## config.mk

```make
export PLATFORM = sky130hd
export DESIGN_NAME = shift_req_queue
export DESIGN_NICKNAME = d
export VERILOG_FILES = /design/src/rtl/shift_pkg.sv /design/src/rtl/shift_req_fifo.sv /design/src/rtl/shift_req_queue.sv
export SDC_FILE = /design/constraint.sdc
export NUM_CORES = 1
export LEC_CHECK = 0
export ABC_CLOCK_PERIOD_IN_PS = 3180
export CORE_UTILIZATION = 51
export CTS_CLUSTER_SIZE = 14
export DETAILED_ROUTE_END_ITERATION = 6
export GPL_TIMING_DRIVEN = 0
export PLACE_DENSITY = 0.87
export SLEW_MARGIN = 20
export SYNTH_ARGS = -nofsm -noshare
export SYNTH_HDL_FRONTEND = slang
export SYNTH_SLANG_ARGS = --single-unit
```

## constraint.sdc

```tcl
create_clock -name clk -period 3.18 [get_ports clk]
set_input_delay 0.477 -clock clk [delete_from_list [all_inputs] [get_ports clk]]
set_output_delay 0.477 -clock clk [all_outputs]
set_load 0.05 [all_outputs]
```

## src/rtl/shift_pkg.sv

```systemverilog
// Shared widths, request record and level-width helper for the shift request queue.
package shift_pkg;

  localparam int DATA_W = 32;
  localparam int CNT_W  = 5;

  typedef struct packed {
    logic [DATA_W-1:0] data;
    logic [CNT_W-1:0]  cnt;
  } shift_req_t;

  // Occupancy needs one extra bit so a full queue (level == DEPTH) is representable.
  function automatic int level_w(input int depth);
    return $clog2(depth) + 1;
  endfunction

endpackage

```

## src/rtl/shift_req_fifo.sv

```systemverilog
// Generic power-of-2 request FIFO: storage, wrapping pointers, occupancy and full/empty.
module shift_req_fifo
  import shift_pkg::*;
#(
  parameter int DEPTH = 4
) (
  input  logic                        clk,
  input  logic                        rst_n,
  input  logic                        i_flush,
  input  logic                        i_push,
  input  shift_req_t                  i_push_data,
  input  logic                        i_pop,
  output shift_req_t                  o_head,
  output logic [level_w(DEPTH)-1:0]   o_level,
  output logic                        o_full,
  output logic                        o_empty
);

  localparam int LW = level_w(DEPTH);
  localparam int PW = $clog2(DEPTH);

  shift_req_t        r_mem [DEPTH];
  logic [PW-1:0]     r_wr_ptr;
  logic [PW-1:0]     r_rd_ptr;
  logic [LW-1:0]     r_level;
  logic              w_push;
  logic              w_pop;

  assign o_full  = (r_level == LW'(DEPTH));
  assign o_empty = (r_level == '0);
  assign w_push  = i_push && !o_full;
  assign w_pop   = i_pop && !o_empty;

  // Head is forced to zero when empty so the downstream shifter idles at a known value.
  assign o_head  = o_empty ? '0 : r_mem[r_rd_ptr];
  assign o_level = r_level;

  always_ff @(posedge clk) begin
    if (w_push && !i_flush) begin
      r_mem[r_wr_ptr] <= i_push_data;
    end
  end

  always_ff @(posedge clk or negedge rst_n) begin
    if (!rst_n) begin
      r_wr_ptr <= '0;
      r_rd_ptr <= '0;
      r_level  <= '0;
    end else if (i_flush) begin
      r_wr_ptr <= '0;
      r_rd_ptr <= '0;
      r_level  <= '0;
    end else begin
      if (w_push) begin
        r_wr_ptr <= r_wr_ptr + PW'(1);
      end
      if (w_pop) begin
        r_rd_ptr <= r_rd_ptr + PW'(1);
      end
      r_level <= r_level + LW'(w_push) - LW'(w_pop);
    end
  end

endmodule

```

## src/rtl/shift_req_queue.sv

```systemverilog
// Request queue and registered output stage around an external combinational right shifter.
// Optional statistics counters are enabled with the SHIFT_REQ_STATS_EN macro.
module shift_req_queue
  import shift_pkg::*;
#(
  parameter int DATA_W = shift_pkg::DATA_W,
  parameter int CNT_W  = shift_pkg::CNT_W,
  parameter int DEPTH  = 4
) (
  input  logic                       clk,
  input  logic                       rst_n,
  input  logic                       flush,
  input  logic                       in_valid,
  output logic                       in_ready,
  input  logic [DATA_W-1:0]          in_data,
  input  logic [CNT_W-1:0]           in_cnt,
  output logic [DATA_W-1:0]          shf_a,
  output logic [CNT_W-1:0]           shf_cnt,
  input  logic [DATA_W-1:0]          shf_b,
  output logic                       out_valid,
  input  logic                       out_ready,
  output logic [DATA_W-1:0]          out_data,
  output logic [level_w(DEPTH)-1:0]  level
`ifdef SHIFT_REQ_STATS_EN
  ,
  output logic [15:0]                req_count,
  output logic [15:0]                stall_count
`endif
);

  shift_req_t                 w_push_req;
  shift_req_t                 w_head;
  logic                       w_full;
  logic                       w_empty;
  logic                       w_push;
  logic                       w_pop;
  logic                       r_out_valid;
  logic [DATA_W-1:0]          r_out_data;

  assign w_push_req = '{data: in_data, cnt: in_cnt};

  // in_ready depends on registered occupancy only, so a full queue refuses even while popping.
  assign in_ready = !w_full;
  assign w_push   = in_valid && !w_full && !flush;
  assign w_pop    = !w_empty && (!r_out_valid || out_ready) && !flush;

  shift_req_fifo #(
    .DEPTH (DEPTH)
  ) u_fifo (
    .clk         (clk),
    .rst_n       (rst_n),
    .i_flush     (flush),
    .i_push      (w_push),
    .i_push_data (w_push_req),
    .i_pop       (w_pop),
    .o_head      (w_head),
    .o_level     (level),
    .o_full      (w_full),
    .o_empty     (w_empty)
  );

  assign shf_a   = w_head.data;
  assign shf_cnt = w_head.cnt;

  always_ff @(posedge clk or negedge rst_n) begin
    if (!rst_n) begin
      r_out_valid <= 1'b0;
      r_out_data  <= '0;
    end else if (flush) begin
      r_out_valid <= 1'b0;
    end else if (w_pop) begin
      r_out_valid <= 1'b1;
      r_out_data  <= shf_b;
    end else if (out_ready) begin
      r_out_valid <= 1'b0;
    end
  end

  assign out_valid = r_out_valid;
  assign out_data  = r_out_data;

`ifdef SHIFT_REQ_STATS_EN
  logic [15:0] r_req_count;
  logic [15:0] r_stall_count;

  always_ff @(posedge clk or negedge rst_n) begin
    if (!rst_n) begin
      r_req_count   <= '0;
      r_stall_count <= '0;
    end else if (flush) begin
      r_req_count   <= '0;
      r_stall_count <= '0;
    end else begin
      if (w_push && (r_req_count != 16'hFFFF)) begin
        r_req_count <= r_req_count + 16'd1;
      end
      if (in_valid && w_full && (r_stall_count != 16'hFFFF)) begin
        r_stall_count <= r_stall_count + 16'd1;
      end
    end
  end

  assign req_count   = r_req_count;
  assign stall_count = r_stall_count;
`endif

endmodule

```

==> results.md <==
* Status: finished, final reports clean
* First-pass DRT Iterations at 4
* Least-Margin Pin Slew at ~0.6 ns
* Sequential area share after synthesis at between 70% and 80%
* Setup bufs post-CTS at 0
* Std-Cell Rows at 43
* Cell accounting for the most synthesized area: edfxtp_1
* Simple-Gate Fraction of Synth Area at 5.10%
* Post-synth top area share at 61.0%
* Synth Area in Adders at 1.30%
* CP endpoint kind: output pin
* Post-synthesis compound-gate area fraction at less than 1%
* Placed instance count at between 600 and 700
* RSZ-0062 raised after global routing: false
* Setup Viol. Count Final at 0
* Worst Setup Slack, final at 0.168 ns
* Worst-case clock buffer depth at 2
* Min Clock Period, post-route at roughly 3.0 ns
* Fin cells at 720
* Register bit count reported by yosys at around 190
* Synth warn at 0
* Pre-CTS WS at 0.121 ns
* Leakage power at about 3.7 nW
* Ys flop type: edfxtp_1
* Worst Path Required at around 2.7 ns
* Clock latency on the worst-skew pair at ~0.43 ns
* Final GP Congestion at between 0.7 and 0.8
* Ys async rst share at between 20% and 30%
* P&R area growth vs syn at 34.6%
* Root Driver: clkbuf_16
* DRC at 0
* Share of cells above drive strength 1 at roughly 23%
* DIE AREA at approximately 15000 um2
* Clock sink count at roughly 190
* Fraction of synthesized area in multiplexers at between 10% and 20%
* CTS buffer count at 17
* WP data arrival at 2.53 ns
* Fmax achieved at ~330 MHz
* Main combinational cell family by area after synthesis: multiplexers
* Grt total ovfl at 0
* Crit path largest cell delay at 0.71 ns
* Final-report hold violation count at 0
* First-pass GRT wire length at between 20000 and 25000 um
* Diodes inserted at 0
* Crit-path max FO at 10
* Fill count at 858
* Syn Inst Count at between 300 and 400
* Post-layout total power at 10.3 mW
* Number of synthesized flops with an enable pin at ~150
* CP cell instances: clkbuf_4 > mux4_2 > nor2b_1 > clkdlybuf4s50_1
* Kind of critical path: flip-flop to output pin
* Pin count of the biggest net entering global routing at 24
* XOR/XNOR Fraction of Synth Area at less than 1%
* Initial antenna violation count at 0
* Clock Skew at around 0.0085 ns
* CP startpoint kind: flip-flop
* Initial DRC Count at about 210
* Fin crit share at between 90% and 100%
* CORE AREA at around 14000 um2
* DPL Wire Length at around 9500 um
* Hold Crit Class: flip-flop to flip-flop
* Post-Syn Area per Cell at ~20 um2
* Final net count at between 600 and 700
* Vias at about 3900
* Drt wl/cell at 19.8 um
* I/O pins at roughly 150
* Vias per cell at about 5.4
* H-Tree Depth at 4
* CTS tree: built
* Area contributors post-synth: edfxtp_1 (61%), dfrtp_1 (14%), mux4_2 (11%)
* Worst ir drop on vdd at about 550 uV
* Synth cell count leaders: edfxtp_1 (148), dfrtp_1 (40), nor2b_1 (40)
* Global-route usage over all layers at between 20% and 30%
* Antenna viol nets, final at 0
* Reg clk slew, reported paths at 0.06 ns
* Vias in the first global route at 4053
* Most common cell in the netlist: edfxtp_1
* Starting Density at between 50% and 60%
* Slew Limit Fails at 0
* Drt total wl at ~14000 um
* Die Wd at about 120 um
* Cell area after synthesis at 7290 um2
* TNS Setup at 0 ns
* Syn_nets at between 400 and 500
* Maxcap violations at 0
* Die height at around 120 um
* Power Density at around 1000 nW/um2
* Headroom to the max-slew limit at 60.8%
* Slowest stage cell, crit path: clkdlybuf4s50_1
* Yosys cell types at 27
* IO Port Bufs at 147
[worst max-delay path, delay by kind of cell (launching register included)]
family	cells	cell delay (ns)
DFF	1	0.41
and+or+nand+nor	1	0.15
buffers and inverters	2	1.02
muxes	1	0.53
[layout by cell type, fill, tap and decap left out, drive strengths merged, types with 8 or more instances in the layout]
cell	Yosys	routed
edfxtp	148	148
clkdlybuf4s50	0	126
nor2b	40	40
dfrtp	40	40
mux4	37	37
clkbuf	7	34
mux2	33	33
dlymetal6s2s	0	20
buf	9	14
inv	7	8
[per-layer routing]
layer,vias to the layer above,global-route usage (%),wire length (um)
met1,1998,25.3,5630
met5,-,0,0
li1,1728,-,-
met2,107,34.2,7760
met4,0,6.56,207
met3,19,5.71,653
[area by class of cell]
| cell class | instances | area [um2] | share of cell area (%) |
|---|---|---|---|
| tap | 180 | 225 | 2.30 |
| clock inverter | 6 | 106 | 1.08 |
| buffer | 16 | 103 | 1.05 |
| inverter | 7 | 26.3 | 0.268 |
| multi-input combinational | 144 | 1730 | 17.6 |
| timing repair buffer | 153 | 1660 | 17.0 |
| sequential | 188 | 5450 | 55.5 |
| clock buffer | 26 | 512 | 5.22 |
[cell families (layout without fill, tap and decap cells)]
logic type               count (synthesis)  in the layout
AO/OA/AOI/OAI                            6              6
XOR/XNOR                                 1              1
adder cells (fa/ha/maj)                  7              7
buffers and inverters                   23            208
flip-flops                             188            188
multiplexers                            71             71
AND/OR/NAND/NOR                         59             59
[power by group]
part | internal, mW | total [mW] | leakage (nW) | switching (mW)
clock network | 1.35 | 2.19 | 0.303 | 0.836
logic | 1.82 | 4.86 | 1.53 | 3.03
registers | 3.03 | 3.23 | 1.82 | 0.196
[repair_timing]
| item | CTS | global route |
|---|---|---|
| hold buffers | 1 | 0 |
| resized for setup | 2 | 27 |
| endpoints found under the hold margin | 8 | 0 |
| endpoints found under the setup margin | 5 | 37 |
[worst paths after layout]
| path | from | slack [ns] | end | depth (start not counted) |
|---|---|---|---|---|
| max in group asynchronous | rst_n | 2.16 | u_fifo.o_level[0]$_DFF_PN0_ | 3 |
| setup reg to reg | u_fifo.o_level[1]$_DFF_PN0_ | 0.46 | u_fifo.o_level[2]$_DFF_PN0_ | 11 |
| hold reg to reg | out_data[25]$_DFFE_PN0P_ | 0.51 | out_data[25]$_DFFE_PN0P_ | 1 |
| setup / recovery | u_fifo.r_rd_ptr[0]$_DFFE_PN0P_ | 0.17 | shf_a[13] | 4 |
| hold / removal | out_data[25]$_DFFE_PN0P_ | 0.51 | out_data[25]$_DFFE_PN0P_ | 1 |
| min in group asynchronous | rst_n | 0.55 | out_data[11]$_DFFE_PN0P_ | 2 |
[through the flow]
step	hold slack, ns	cell area, um2	util [%]
3_5_place_dp	0.455	9120	65.5
2_1_floorplan	0.181	7290	-
6_report	0.512	9810	70.4
5_1_grt	0.525	9810	70.4
4_1_cts	0.513	9750	70.0
3_3_place_gp	0.489	8990	64.5
[state kept, by name, indices dropped and copies added (netlist names)]
name,flops
u_fifo.r_mem,148
out_valid,1
u_fifo.r_wr_ptr,2
out_data,32
u_fifo.o_level,3
u_fifo.r_rd_ptr,2
No activity file was read; power rests on OpenSTA's default activity.
